### src/rtl/register_file_pkg.sv
// Shared defaults for the register file: data width, entry count and address width.
package register_file_pkg;

    localparam int DEF_WIDTH  = 16;
    localparam int DEF_DEPTH  = 8;
    localparam int DEF_ADDR_W = $clog2(DEF_DEPTH);

endpackage

### src/rtl/register_file_reg_cell.sv
// One register-file entry: WIDTH-bit register with synchronous reset and load enable.
module reg_cell #(
    parameter int WIDTH = 16
) (
    input  logic             i_clk,
    input  logic             i_reset,
    input  logic             i_load,
    input  logic [WIDTH-1:0] i_d,
    output logic [WIDTH-1:0] o_q
);

    logic [WIDTH-1:0] r_q;

    always_ff @(posedge i_clk) begin
        if (i_reset)
            r_q <= '0;
        else if (i_load)
            r_q <= i_d;
    end

    assign o_q = r_q;

endmodule

### src/rtl/register_file.sv
// Multi-entry register file: two combinational read ports, one synchronous write port,
// optional hardwired-zero entry 0 and optional write-to-read bypass.
module register_file
    import register_file_pkg::*;
#(
    parameter int WIDTH    = DEF_WIDTH,
    parameter int DEPTH    = DEF_DEPTH,
    parameter int ADDR_W   = DEF_ADDR_W,
    parameter int ZERO_REG = 0,
    parameter int BYPASS   = 1
) (
    input  logic              i_clk,
    input  logic              i_reset,
    input  logic              i_wr_en,
    input  logic [ADDR_W-1:0] i_wr_addr,
    input  logic [WIDTH-1:0]  i_wr_data,
    input  logic [ADDR_W-1:0] i_rd_addr_a,
    output logic [WIDTH-1:0]  o_rd_data_a,
    input  logic [ADDR_W-1:0] i_rd_addr_b,
    output logic [WIDTH-1:0]  o_rd_data_b,
    output logic              o_wr_err
);

    // One extra bit so DEPTH == 2**ADDR_W still compares correctly.
    localparam logic [ADDR_W:0] DEPTH_L = DEPTH[ADDR_W:0];

    logic                        w_wr_in_range;
    logic                        w_wr_ok;
    logic [DEPTH-1:0]            w_load;
    logic [DEPTH-1:0][WIDTH-1:0] w_q;
    logic                        r_wr_err;

    assign w_wr_in_range = ({1'b0, i_wr_addr} < DEPTH_L);
    assign w_wr_ok       = i_wr_en && !i_reset && w_wr_in_range;

    for (genvar g = 0; g < DEPTH; g++) begin : g_cell
        localparam int GI = g;
        localparam logic [ADDR_W-1:0] G_ADDR = GI[ADDR_W-1:0];
        localparam bit G_HARD_ZERO = (ZERO_REG != 0) && (GI == 0);

        assign w_load[g] = w_wr_ok && (i_wr_addr == G_ADDR) && !G_HARD_ZERO;

        reg_cell #(.WIDTH(WIDTH)) u_cell (
            .i_clk   (i_clk),
            .i_reset (i_reset),
            .i_load  (w_load[g]),
            .i_d     (i_wr_data),
            .o_q     (w_q[g])
        );
    end

    // Priority: hard zero / out of range, then bypass, then stored value.
    function automatic logic [WIDTH-1:0] rd_mux(
        input logic [ADDR_W-1:0]            a,
        input logic [DEPTH-1:0][WIDTH-1:0]  q,
        input logic                         wr_ok,
        input logic [ADDR_W-1:0]            wr_addr,
        input logic [WIDTH-1:0]             wr_data
    );
        logic [WIDTH-1:0] v;
        v = '0;
        if ({1'b0, a} < DEPTH_L) begin
            v = q[a];
            if (BYPASS != 0 && wr_ok && wr_addr == a)
                v = wr_data;
            if (ZERO_REG != 0 && a == '0)
                v = '0;
        end
        return v;
    endfunction

    always_comb begin
        o_rd_data_a = rd_mux(i_rd_addr_a, w_q, w_wr_ok, i_wr_addr, i_wr_data);
        o_rd_data_b = rd_mux(i_rd_addr_b, w_q, w_wr_ok, i_wr_addr, i_wr_data);
    end

    always_ff @(posedge i_clk) begin
        if (i_reset)
            r_wr_err <= 1'b0;
        else
            r_wr_err <= i_wr_en && !w_wr_in_range;
    end

    assign o_wr_err = r_wr_err;

endmodule

### config.mk
export PLATFORM = sky130hd
export DESIGN_NAME = register_file
export DESIGN_NICKNAME = d
export VERILOG_FILES = /design/src/rtl/register_file_pkg.sv /design/src/rtl/register_file_reg_cell.sv /design/src/rtl/register_file.sv
export SDC_FILE = /design/constraint.sdc
export NUM_CORES = 1
export LEC_CHECK = 0
export ABC_AREA = 1
export CORE_MARGIN = 2
export CORE_UTILIZATION = 63
export CTS_CLUSTER_DIAMETER = 50
export DETAILED_ROUTE_END_ITERATION = 7
export GPL_TIMING_DRIVEN = 1
export PLACE_DENSITY = 0.86
export SYNTH_ARGS = -nofsm -noshare
export SYNTH_HDL_FRONTEND = slang
export SYNTH_SLANG_ARGS = --single-unit
### constraint.sdc
create_clock -name i_clk -period 3.65 [get_ports i_clk]
set_input_delay 0.5475 -clock i_clk [delete_from_list [all_inputs] [get_ports i_clk]]
set_output_delay 0.5475 -clock i_clk [all_outputs]
set_load 0.05 [all_outputs]
==> results of run 1 <==
==> kinds of logic (layout without fill, tap and decap cells) <==
| group | count (synthesis) | count (layout) | share of synthesized area (%) |
|---|---|---|---|
| compound gates | 256 | 256 | 17.2 |
| buf+inv | 240 | 242 | 13.5 |
| flops | 128 | 128 | 34.4 |
| other cells | 1 | 1 | 0.0504 |
| simple gates | 596 | 596 | 34.8 |
==> cell usage in the layout, fill, tap and decap left out <==
cell type / n
nor2_1: 17
clkbuf_1: 4
nor2_2: 3
buf_2: 2
nand2_1: 334
dfxtp_1: 128
buf_12: 3
inv_2: 7
a21oi_1: 128
nand3_1: 233
o21ai_0: 128
nand3_2: 5
clkbuf_16: 17
bufinv_16: 3
nand2_4: 1
nand2_2: 1
clkdlybuf4s50_1: 25
buf_4: 49
nor2_4: 2
clkbuf_8: 5
inv_1: 125
clkinv_2: 2
conb_1: 1
==> worst max-delay path: stages <==
cell	delay, ns
clkdlybuf4s50_1	0.67
inv_2	0.06
nand2_1	0.06
nand2_1	0.05
nor2_1	0.12
nand2_2	0.31
inv_2	0.40
nand2_1	0.10
nand2_1	0.14
buf_4	0.22
==> stage by stage <==
| step | worst slack [ns] | utilization (%) | instances | instance area (µm²) | total power [mW] |
|---|---|---|---|---|---|
| final | 0.406 | 73.4 | 1366 | 8410 | 3.94 |
| after global routing | 0.322 | 73.4 | 1366 | 8410 | 4.06 |
| after CTS | 0.454 | 73.4 | 1366 | 8410 | 3.92 |
| after detailed placement | 0.475 | 68.0 | 1335 | 7800 | 2.18 |
| after global placement | 0.483 | 68.0 | 1335 | 7800 | 2.18 |
| after floorplan | 1.43 | - | 1221 | 7440 | 1.98 |
==> area by class of cell <==
| cell class | count | area [µm²] | share of cell area, % |
|---|---|---|---|
| Multi-Input combinational cell | 853 | 3880 | 46.1 |
| Clock inverter | 5 | 100 | 1.19 |
| Sequential cell | 128 | 2560 | 30.5 |
| Clock buffer | 26 | 509 | 6.05 |
| Tap cell | 143 | 179 | 2.13 |
| Inverter | 132 | 495 | 5.89 |
| Timing Repair Buffer | 79 | 688 | 8.18 |
==> worst min path at each step <==
stage                                                     start                               endpoint  slack, ns  cells past startpoint
after floorplan            g_cell[0].u_cell.o_q[0]$_SDFFE_PP0P_   g_cell[0].u_cell.o_q[0]$_SDFFE_PP0P_       0.45                      2
after global placement    g_cell[6].u_cell.o_q[10]$_SDFFE_PP0P_  g_cell[6].u_cell.o_q[10]$_SDFFE_PP0P_       0.47                      2
after detailed placement   g_cell[6].u_cell.o_q[1]$_SDFFE_PP0P_   g_cell[6].u_cell.o_q[1]$_SDFFE_PP0P_       0.47                      2
after CTS                  g_cell[6].u_cell.o_q[1]$_SDFFE_PP0P_   g_cell[6].u_cell.o_q[1]$_SDFFE_PP0P_       0.48                      2
after global routing       g_cell[6].u_cell.o_q[1]$_SDFFE_PP0P_   g_cell[6].u_cell.o_q[1]$_SDFFE_PP0P_       0.49                      2
final                      g_cell[2].u_cell.o_q[3]$_SDFFE_PP0P_   g_cell[2].u_cell.o_q[3]$_SDFFE_PP0P_       0.48                      2
==> metal layers <==
metal	track usage, %	vias to the layer above
met2	57.9	541
met5	0	-
met3	7.40	97
li1	-	3918
met1	47.6	3614
met4	21.4	0
==> power by group <==
group	internal (mW)	switching (mW)
logic	0.218	0.518
clock network	1.16	0.605
registers	1.43	0.00840
total	2.81	1.13
==> results.txt, run 1 <==
asr flop ratio synth: 0%
Max-slew headroom: 20.7%
most frequent cell after synthesis: nand2_1
CP endpoint: o_rd_data_b[4]
worst r2r path cells: 2
TritonCTS Buffers: 17
die height: 113 µm
mapped cell area: 7440 µm²
CTS Hold Bufs: 0
post-cts gate resize count: 0
Mapped Cells: 1221
top post-synthesis cells by count: nand2_1, nand3_1, a21oi_1, dfxtp_1, o21ai_0
die area: 12700 µm²
share of the yosys chip area belonging to registers: 34.4%
top routing layer in use: met4
Die X: 113 µm
final setup violation count: 0
HPWL after DPL: 13700 µm
initial core utilization: 64.9%
vias post-DR: 8170
worst r2r src: g_cell[5].u_cell.o_q[2]$_SDFFE_PP0P_
CP Launch Type: input pin
final hold slack: 0.480 ns
root buf cell: clkbuf_16
nature of the critical path endpoint: primary output
hold crit path type: reg2reg
number of flip-flops in the largest register: 128
crit path launch: i_rd_addr_b[2]
clock latency on the worst-skew pair: 0.42 ns
vias in the first global route: 7486
Max clock buf depth: 2
EDFF count, synth: 0
CTS tree: built
remaining antenna violation count after routing: 0
via/cell ratio: 5.98
proportion of layout cells with a drive suffix above 1: 8.18%
area fraction of the dominant cell type after synthesis: 34.4%
CTS clk-pin slew, worst paths: 0.05 ns
WL met1: 9010 µm
# Max-Cap Violations: 0
FILL cells: 955
synthesis-to-finish area growth: 13.0%
Placement Rows: 39
drt drc: 0
clock sinks: 128
wire length per cell: 16.9 µm
initial antenna violation count: 0
antenna cell count: 0
Final Max Tran Viols: 0
Worst EP required: 3.10 ns
# IOs: 61
met3 wire length: 2790 µm
initial DRC count: 1010
number of setup buffers added after CTS: 0
Pwr Density: 468 nW/µm²
critical path type: in2out
met2 wire len: 10300 µm
Synthesis Warnings: 0
GP Congestion: 0.942
drt pass-1 iters: 6
largest area contributor in the netlist: dfxtp_1
Worst EP arrival: 2.70 ns
syn avg cell area: 6.10 µm²
period utilization: 88.9%
Period minus WS final: 3.24 ns
Total Nets Final: 1239
pin count of the biggest net entering global routing: 129
Synth area leaders: dfxtp_1, nand2_1, nand3_1
RSZ-0062 raised after global routing: false
post-synth net total: 1249
run status: complete, no violations
Fmax: 0.308 GHz
r2r setup slk: 3.01 ns
WL final: 23100 µm
crit-path max FO: 17
worst slew pin tran: 1.19 ns
first-pass GRT wire length: 37300 µm
Netlist cell types: 20
Core Area: 11500 µm²
total grt overflow: 0
final setup skew: 0 ns
PortBufs: 59
P_leak: 3.84 nW
Worst R2R End: g_cell[5].u_cell.o_q[2]$_SDFFE_PP0P_
H-Tree Depth: 4
commonest register cell after synthesis: dfxtp_1
total track usage: 37.0%
flops & latches, synth: 128
Peak VDD IR: 0.000329 V
setup TNS: 0 ns
final hold vios: 0
No activity file was read; power rests on OpenSTA's default activity.
==> inputs of run 2 (changes only) <==
CELL_PAD_IN_SITES_DETAIL_PLACEMENT = 0   (was unset)
CELL_PAD_IN_SITES_GLOBAL_PLACEMENT = 1   (was unset)
CORE_UTILIZATION = 44   (was 63)
PLACE_DENSITY = unset   (was 0.86)
PLACE_DENSITY_LB_ADDON = 0.1   (was unset)
==> results.txt, run 2 (synthesis results as in run 1) <==
CTS tree: built
CTS clk-pin slew, worst paths: 0.06 ns
Total Nets Final: 1246
final hold vios: 0
vias in the first global route: 7150
root buf cell: clkbuf_16
CP Launch Type: input pin
clock sinks: 128
vias post-DR: 7819
HPWL after DPL: 16100 µm
worst r2r src: g_cell[7].u_cell.o_q[14]$_SDFFE_PP0P_
overall power: 3.99 mW
slowest cell on the critical path: clkdlybuf4s50_1
final hold slack: 0.479 ns
commonest non-fill, non-tap cells in the layout: nand2_1, nand3_1, o21ai_0, a21oi_1, dfxtp_1
initial antenna violation count: 0
Hold Path Origin: g_cell[2].u_cell.o_q[0]$_SDFFE_PP0P_
Pwr Density: 467 nW/µm²
r2r setup slk: 3.02 ns
CTS Hold Bufs: 0
via/cell ratio: 5.39
Period minus WS final: 3.19 ns
Die X: 134 µm
critical path type: in2out
Max-slew headroom: 20.5%
hold depth: 2
initial DRC count: 755
worst slew pin tran: 1.19 ns
die height: 134 µm
Final Max Tran Viols: 0
slack of the critical path: 0.463 ns
total grt overflow: 0
antenna cell count: 0
Cell Count, Final, Fillers Out: 1451
Worst R2R End: g_cell[7].u_cell.o_q[14]$_SDFFE_PP0P_
Core Area: 16600 µm²
run status: complete, no violations
P_int: 2.80 mW
P_leak: 3.87 nW
worst path bufs/invs: 4
total track usage: 30.0%
Sw Share: 29.9%
worst r2r path cells: 2
commonest non-fill, non-tap cell in the layout: nand2_1
initial core utilization: 44.9%
Max clock buf depth: 2
family with the most delay on the worst path: buffers and inverters
CP peak stage delay: 0.71 ns
clock latency on the worst-skew pair: 0.42 ns
WL final: 26500 µm
Worst EP arrival: 2.64 ns
sequential power share: 36.0%
RSZ-0062 raised after global routing: false
post-cts gate resize count: 0
share of total power in the clock network: 45.1%
H-Tree Depth: 4
Fmax: 0.314 GHz
# Max-Cap Violations: 0
TritonCTS Buffers: 17
GP Congestion: 0.863
drt pass-1 iters: 6
CP Cell Sequence: clkdlybuf4s50_1, inv_2, nand2_1, nand2_1, nor2_1, nand2_2, inv_2, nand2_1, nand2_1, buf_4
period utilization: 87.3%
Hold Path Sink: g_cell[2].u_cell.o_q[0]$_SDFFE_PP0P_
nature of the critical path endpoint: primary output
switching pwr: 1.19 mW
pre-CTS setup slack: 0.506 ns
number of flip-flops in the largest register: 128
placed cells: 1419
crit-path max FO: 17
wire length per cell: 18.3 µm
synthesis-to-finish area growth: 14.9%
setup TNS: 0 ns
final setup skew: 0 ns
remaining antenna violation count after routing: 0
# IOs: 61
final setup violation count: 0
PortBufs: 59
proportion of layout cells with a drive suffix above 1: 8.94%
Most common cell on crit path: nand2_1
pin count of the biggest net entering global routing: 129
hold crit path type: reg2reg
combinational fraction of design power: 18.9%
Peak VDD IR: 0.000334 V
Worst EP required: 3.10 ns
first-pass GRT wire length: 41800 µm
number of setup buffers added after CTS: 0
Placement Rows: 47
die area: 18000 µm²
drt drc: 0
run 2: cell count changes in the layout (fill, tap and decap cells not counted):
cell,previous run,this run
buf_12,3,2
clkbuf_1,4,2
bufinv_16,3,4
buf_4,49,57
clkinvlp_4,0,2
clkinv_2,2,6
clkbuf_8,5,1
run 2: worst max path at each step:
stage / start / end / slack, ns / cells after the start
finish: i_rd_addr_b[2] / o_rd_data_b[0] / 0.46 / 10
global route: i_rd_addr_b[2] / o_rd_data_b[8] / 0.31 / 10
CTS: i_rd_addr_b[2] / o_rd_data_b[0] / 0.50 / 10
detailed placement: i_rd_addr_b[2] / o_rd_data_b[5] / 0.51 / 10
global placement: i_rd_addr_b[2] / o_rd_data_b[4] / 0.54 / 10
floorplan: i_rd_addr_b[2] / o_rd_data_b[10] / 1.43 / 10
run 2: metrics by stage:
stage	util [%]	area, µm²
global placement	47.9	7940
CTS	51.6	8550
global route	51.6	8550
detailed placement	47.9	7940
finish	51.6	8550
floorplan	-	7440
run 2: layer usage:
layer  share of wire [%]  wire, µm  track usage (%)  up-vias
met5                   0         0                0        -
met4                 1.9       513             9.36        0
met3                 6.5      1720             4.91       35
met2                  46     12200             47.8      291
met1                  46     12100             41.7     3557
li1                    -         -                -     3936
run 2: area by class of cell:
cell class	instances	area, µm²
Clock inverter	12	165
Sequential cell	128	2560
Clock buffer	20	447
Fill cell	1721	8030
Tap cell	220	275
Multi-Input combinational cell	853	3880
Inverter	132	495
Timing Repair Buffer	86	728
run 2: worst min-delay path: stages (launching register included):
cell     delay [ns]
dfxtp_1        0.29
inv_1          0.07
a21oi_1        0.06
run 2: power groups by stage:
stage	clock network (mW)	logic [mW]	registers [mW]
CTS	1.82	0.747	1.44
finish	1.80	0.754	1.44
detailed placement	0	0.745	1.47
global route	1.89	0.816	1.44
global placement	0	0.745	1.47
floorplan	0	0.516	1.47
